===== src/rtl/lane_car_counter_if.sv =====
// rtl/lane_car_counter_if.sv - sensor/green/strobe inputs and count/flag outputs of lane_car_counter
//
// Purpose: bundles the per-lane signals exchanged between the intersection
//          environment and lane_car_counter.
// Signals:
//    carSensor  [LANES]     per-lane car-presence level (arrival = 0->1)
//    laneOutput [LANES]     green-light vector, same lane order as carSensor
//    departTick             one-cycle strobe, each green lane discharges one car
//    clearOvf               synchronous clear of all overflow flags
//    carCounts  [LANES*CW]  registered per-lane counts, lane i at [CW*i +: CW]
//    overflow   [LANES]     sticky per-lane saturation flags
//    updated                one-cycle pulse after any count change
// Modports: master drives the inputs of the counter, slave is the counter.

interface lane_car_counter_if #(
   parameter int LANES = 8,
   parameter int CW    = 8
);
   logic [LANES-1:0]    carSensor;
   logic [LANES-1:0]    laneOutput;
   logic                departTick;
   logic                clearOvf;
   logic [LANES*CW-1:0] carCounts;
   logic [LANES-1:0]    overflow;
   logic                updated;

   modport master (
      output carSensor, laneOutput, departTick, clearOvf,
      input  carCounts, overflow, updated
   );

   modport slave (
      input  carSensor, laneOutput, departTick, clearOvf,
      output carCounts, overflow, updated
   );
endinterface


===== src/rtl/lane_car_counter.sv =====
// rtl/lane_car_counter.sv - per-lane queued car counter with saturation and overflow flags
//
// Purpose: counts cars waiting in each lane. Arrivals come from asynchronous
//          presence sensors (synchronised, then edge-detected); departures
//          remove one car from every green lane on each departTick.
// Ports:
//    clk   rising-edge clock
//    rst   asynchronous active-high reset
//    bus   lane_car_counter_if.slave (sensor/green/strobe in, counts/flags out)
// Lane order of every vector: N1,N2,E1,E2,S1,S2,W1,W2 = bits 0..7.

module lane_car_counter #(
   parameter int LANES = 8,
   parameter int CW    = 8
) (
   input logic               clk,
   input logic               rst,
   lane_car_counter_if.slave bus
);

   localparam logic [CW-1:0] CNT_MAX = '1;
   localparam logic [CW-1:0] CNT_ONE = {{(CW-1){1'b0}}, 1'b1};

   logic [LANES-1:0]    sync1_q, sync2_q, prev_q;
   logic [LANES*CW-1:0] counts_q, counts_d;
   logic [LANES-1:0]    ovf_q, ovf_d;
   logic                upd_q, upd_d;

   logic [LANES-1:0]    arrival;
   logic [LANES-1:0]    departure;
   logic [LANES-1:0]    ovf_set;

   always_comb begin
      counts_d  = counts_q;
      ovf_set   = '0;
      departure = '0;
      // sync2 vs prev gives exactly one arrival per rising sensor level,
      // so the count lands on the 3rd edge after the first high sample.
      arrival   = sync2_q & ~prev_q;

      for (int i = 0; i < LANES; i++) begin
         // An empty lane has nothing to discharge, so it never counts as a departure.
         departure[i] = bus.departTick & bus.laneOutput[i] &
                        (counts_q[CW*i +: CW] != '0);

         if (arrival[i] && !departure[i]) begin
            if (counts_q[CW*i +: CW] == CNT_MAX) begin
               ovf_set[i] = 1'b1;
            end else begin
               counts_d[CW*i +: CW] = counts_q[CW*i +: CW] + CNT_ONE;
            end
         end else if (departure[i] && !arrival[i]) begin
            counts_d[CW*i +: CW] = counts_q[CW*i +: CW] - CNT_ONE;
         end
      end

      // A flag being set on the clearing edge survives the clear.
      ovf_d = (bus.clearOvf ? '0 : ovf_q) | ovf_set;
      upd_d = (counts_d != counts_q);
   end

   always_ff @(posedge clk or posedge rst) begin
      if (rst) begin
         sync1_q  <= '0;
         sync2_q  <= '0;
         prev_q   <= '0;
         counts_q <= '0;
         ovf_q    <= '0;
         upd_q    <= 1'b0;
      end else begin
         sync1_q  <= bus.carSensor;
         sync2_q  <= sync1_q;
         prev_q   <= sync2_q;
         counts_q <= counts_d;
         ovf_q    <= ovf_d;
         upd_q    <= upd_d;
      end
   end

   assign bus.carCounts = counts_q;
   assign bus.overflow  = ovf_q;
   assign bus.updated   = upd_q;

endmodule


===== src/flat_wrapper.sv =====
// flat-port wrapper written by rule: the top's interface ports become plain ports
module lane_car_counter_flat 
#(
   parameter int LANES = 8,
   parameter int CW    = 8
)
  (clk, rst, bus_carSensor, bus_laneOutput, bus_departTick, bus_clearOvf, bus_carCounts, bus_overflow, bus_updated);
  lane_car_counter_if #(.LANES(LANES), .CW(CW)) bus_i ();
  input logic clk;
  input logic rst;
  input wire logic [$bits(bus_i.carSensor)-1:0] bus_carSensor;
  input wire logic [$bits(bus_i.laneOutput)-1:0] bus_laneOutput;
  input wire logic [$bits(bus_i.departTick)-1:0] bus_departTick;
  input wire logic [$bits(bus_i.clearOvf)-1:0] bus_clearOvf;
  output wire logic [$bits(bus_i.carCounts)-1:0] bus_carCounts;
  output wire logic [$bits(bus_i.overflow)-1:0] bus_overflow;
  output wire logic [$bits(bus_i.updated)-1:0] bus_updated;
  assign bus_i.carSensor = bus_carSensor;
  assign bus_i.laneOutput = bus_laneOutput;
  assign bus_i.departTick = bus_departTick;
  assign bus_i.clearOvf = bus_clearOvf;
  assign bus_carCounts = bus_i.carCounts;
  assign bus_overflow = bus_i.overflow;
  assign bus_updated = bus_i.updated;
  lane_car_counter #(.LANES(LANES), .CW(CW)) u_core (.clk(clk), .rst(rst), .bus(bus_i));
endmodule

===== config.mk =====
export PLATFORM = sky130hd
export DESIGN_NAME = lane_car_counter_flat
export DESIGN_NICKNAME = d
export VERILOG_FILES = /design/src/rtl/lane_car_counter_if.sv /design/src/rtl/lane_car_counter.sv /design/src/flat_wrapper.sv
export SDC_FILE = /design/constraint.sdc
export NUM_CORES = 1
export LEC_CHECK = 0
export ABC_AREA = 1
export BUFFER_PORTS_ARGS = -buffer_cell sky130_fd_sc_hd__buf_2
export CAP_MARGIN = 40
export CORE_ASPECT_RATIO = 1.1
export CORE_MARGIN = 2
export CORE_UTILIZATION = 45
export DETAILED_ROUTE_END_ITERATION = 16
export PLACE_DENSITY_LB_ADDON = 0.15
export SYNTH_ARGS = -nofsm -noshare
export SYNTH_HDL_FRONTEND = slang
export SYNTH_SLANG_ARGS = --single-unit
export TNS_END_PERCENT = 100

===== constraint.sdc =====
create_clock -name clk -period 6.55 [get_ports clk]
set_input_delay 0 -clock clk [delete_from_list [all_inputs] [get_ports clk]]
set_output_delay 0 -clock clk [all_outputs]
set_load 0.05 [all_outputs]

==> flow_summary_export.csv <==
group,metric,value,unit
setup_path,worstPathRequired,6770,ps
setup_path,critPathArrivalTime,2280,ps
power,vdd_drop_max,272,µV
place,dp.final_hpwl,11100,µm
power,sw_frac_of_total,0.531,
clocking,htreeDepth,3,
drt,route.detailed.drc,0,
floorplanning,initial_core_util,0.457,
worst_hold_path,min_from,"bus_clearOvf",
power,seq_power_share,0.302,
yosys,syn-num-nets,969,
place,port_buffers,92,
grt,grt_pass1_wl,26100,µm
final_layout,final_nets,1035,
timing,finalWorstSetupSlack,4480,ps
clocking,cts_buffer_depth,2,
run_status,outcome,"complete, no violations",
drt,vias_per_cell,4.92,
grt,use_met3,0.0278,
yosys,synth.avg_cell_area,7.34,µm²
power,internal_power,0.00179,W
yosys,seq_area_frac_synth,0.354,
place,place_congestion,0.858,
clocking,clock_sinks,97,
timing,fmax,0.484,GHz
place,post-place-ws,4520,ps
timing,layout_min_cycle_time,2070,ps
yosys,synth-edff-count,0,
drt,drt_iter0_markers,273,
worst_hold_path,holdPathEnd,"u_core.bus.overflow[0]",
clocking,cts-root-buf,"clkbuf_16",
drt,route.vias.total,5902,
timing,slew_viol_final,0,
floorplanning,core,15000,µm²
timing,relSlewSlack,0.480,
floorplanning,die_h,133,µm
grt,grt_max_degree,35,
timing,finClkSkew,5.50,ps
yosys,synth_area,6850,µm²
clocking,numCtsBuffers,9,
power,p_switching,0.00202,W
worst_hold_path,hp-class,"in -> reg",
setup_path,endpoint_kind,"flip-flop",
final_layout,layoutNonFillerInstCount,1200,
setup_path,path_class,"reg -> reg",
clocking,clk-insertion-delay-late,350,ps
yosys,synth-seq-cells,97,
grt,grt_pass1_vias,5466,
setup_path,path_max_fanout,13,
yosys,yosys_warnings,0,
grt,busiest_layer,"met2",
clocking,hold_buffers,9,
power,power,0.00381,W
power,p_leak,3.62,nW
yosys,synthDistinctLibCells,32,
grt,grt_overflow,0,
power,powerDensity,496,nW/µm²
final_layout,syn_to_final_growth,12.0,%
setup_path,rr_startpoint,"u_core.bus.carCounts[56]",
place,dp.cells,1175,
timing,rsz0062_at_grt,"no",
floorplanning,rows,47,
clocking,cts_tree,"done",
worst_hold_path,whs_path_depth,2,
drt,totalWireLength,15400,µm
setup_path,startpoint_type,"flip-flop",
clocking,postCtsSetupRepairBufs,0,
power,power_frac_comb,0.533,
timing,worst_pin_slew,776,ps
grt,antenna_found_initial,0,
yosys,ys_async_sr_fraction,1.00,
drt,drtPass1Iterations,4,
floorplanning,fp.dieArea,16200,µm²
grt,grt_usage,0.199,
timing,setup_viol,0,
setup_path,r2r_end,"u_core.bus.carCounts[59]",
yosys,yosys_most_used_dff,"dfrtp_1",
drt,wl_per_cell,12.8,µm
grt,globalRouteMet2Util,0.320,
floorplanning,fp.dieW,122,µm
grt,use_met1,0.272,
power,clockPowerShare,0.164,
drt,ant_nets,0,
timing,finalHoldViolCount,0,
final_layout,num_antenna_cells,0,
clocking,cts_resized,0,
timing,tns,0,ps
setup_path,ff2ff_path_depth,8,
clocking,clkTransAtPathRegs,70,ps
timing,min_period_over_period,0.316,
final_layout,layout-drive-gt1-share,0.162,
setup_path,reg2reg_setup_slack,4480,ps
floorplanning,pin_count,93,
yosys,synth_cells,933,
job,max_cap_viol_count,0,
==> layer usage <==
metal	up-vias	routed length [µm]
met2	106	7170
met3	18	542
met5	-	0
met1	2697	7350
met4	0	293
li1	3081	-
==> power groups by stage <==
stage / clock network, W / logic [W] / registers, W
after CTS: 0.000644 / 0.00204 / 0.00115
after detailed placement: 0 / 0.00203 / 0.00116
after floorplan: 0 / 0.00127 / 0.00157
after global placement: 0 / 0.00202 / 0.00116
after global routing: 0.000661 / 0.00225 / 0.00120
final: 0.000626 / 0.00203 / 0.00115
==> cell families (layout without fill, tap and decap cells) <==
kind of cell,after synthesis,after routing,share of synthesized area
fa+ha+maj,16,16,0.0292
flops,97,97,0.354
simple gates,428,428,0.277
compound gates,157,157,0.123
buf+inv,150,221,0.107
xor+xnor,85,85,0.109
==> metrics by stage <==
stage | cell area (µm²) | hold slack (ps) | util
after detailed placement | 7230 | 44.7 | 0.482
final | 7670 | 47.1 | 0.511
after global placement | 7210 | 43.4 | 0.481
after global routing | 7670 | 41.2 | 0.511
after CTS | 7670 | 46.6 | 0.511
after floorplan | 6850 | 31.4 | -
==> layout make-up <==
type | instances | area [µm²]
Clock buffer | 12 | 246
Clock inverter | 4 | 98.8
Fill cell | 1544 | 7330
Inverter | 102 | 385
Multi-Input combinational cell | 686 | 3690
Sequential cell | 97 | 2430
Tap cell | 196 | 245
Timing Repair Buffer | 103 | 578
==> worst max path at each step <==
stage | cells past startpoint | endpoint | slack [ps] | from
floorplan | 1 | u_core.bus.carCounts[0] | 4020 | rst
global placement | 10 | u_core.bus.updated | 4540 | u_core.bus.carCounts[24]
detailed placement | 10 | u_core.bus.updated | 4520 | u_core.bus.carCounts[24]
CTS | 8 | u_core.bus.carCounts[59] | 4460 | u_core.bus.carCounts[56]
global route | 10 | u_core.bus.updated | 4230 | u_core.bus.carCounts[24]
finish | 8 | u_core.bus.carCounts[59] | 4480 | u_core.bus.carCounts[56]
==> synth_stat cells, types with 2 or more instances <==
master / count / share of area
inv_1: 97 / 0.053
o22ai_1: 5 / 0.0046
nand2_2: 5 / 0.0046
xnor2_1: 9 / 0.012
dfrtp_1: 97 / 0.35
o21ai_2: 7 / 0.0090
or2_2: 2 / 0.0018
inv_2: 4 / 0.0022
ha_1: 16 / 0.029
buf_2: 23 / 0.017
a21oi_1: 77 / 0.056
nor2_2: 20 / 0.018
o211ai_1: 4 / 0.0044
nand4_1: 7 / 0.0064
nor2_4: 3 / 0.0049
nor2_1: 99 / 0.054
buf_4: 12 / 0.013
nand3_2: 7 / 0.010
nand3_1: 52 / 0.038
nand2_1: 215 / 0.12
o21ai_0: 35 / 0.026
nand4_4: 2 / 0.0062
o21ai_1: 26 / 0.019
nor3_1: 14 / 0.010
buf_6: 13 / 0.021
xor2_1: 76 / 0.097
==> critical path, cell delays in order (launching register included) <==
cell and delay [ps]:
dfrtp_1 400, inv_1 120, ha_1 290, nand2_1 110
o21ai_2 70, nor2_1 590, nand2_1 130, o21ai_0 120
a21oi_1 90
==> state kept, by name, indices dropped and copies added, names as in the netlist <==
name and flops:
u_core.bus.carCounts 64, u_core.bus.overflow 8, u_core.bus.updated 1, u_core.prev_q 8, u_core.sync1_q 8, u_core.sync2_q 8
==> cells in the final DEF, fill, tap and decap left out, types with 4 or more instances in the layout <==
cell / netlist / routed
o22ai_1: 5 / 5
nand3_2: 7 / 7
o21ai_0: 35 / 35
xor2_1: 76 / 76
nor3_1: 14 / 14
nor2_1: 99 / 99
dfrtp_1: 97 / 97
nand4_1: 7 / 7
buf_2: 23 / 92
clkbuf_16: 0 / 9
nand2_1: 215 / 215
nand2_2: 5 / 5
nand3_1: 52 / 52
xnor2_1: 9 / 9
o21ai_1: 26 / 26
ha_1: 16 / 16
inv_1: 97 / 96
nor2_2: 20 / 20
inv_2: 4 / 4
dlygate4sd3_1: 0 / 9
o211ai_1: 4 / 4
a21oi_1: 77 / 77
o21ai_2: 7 / 7
No activity file was read; power rests on OpenSTA's default activity.
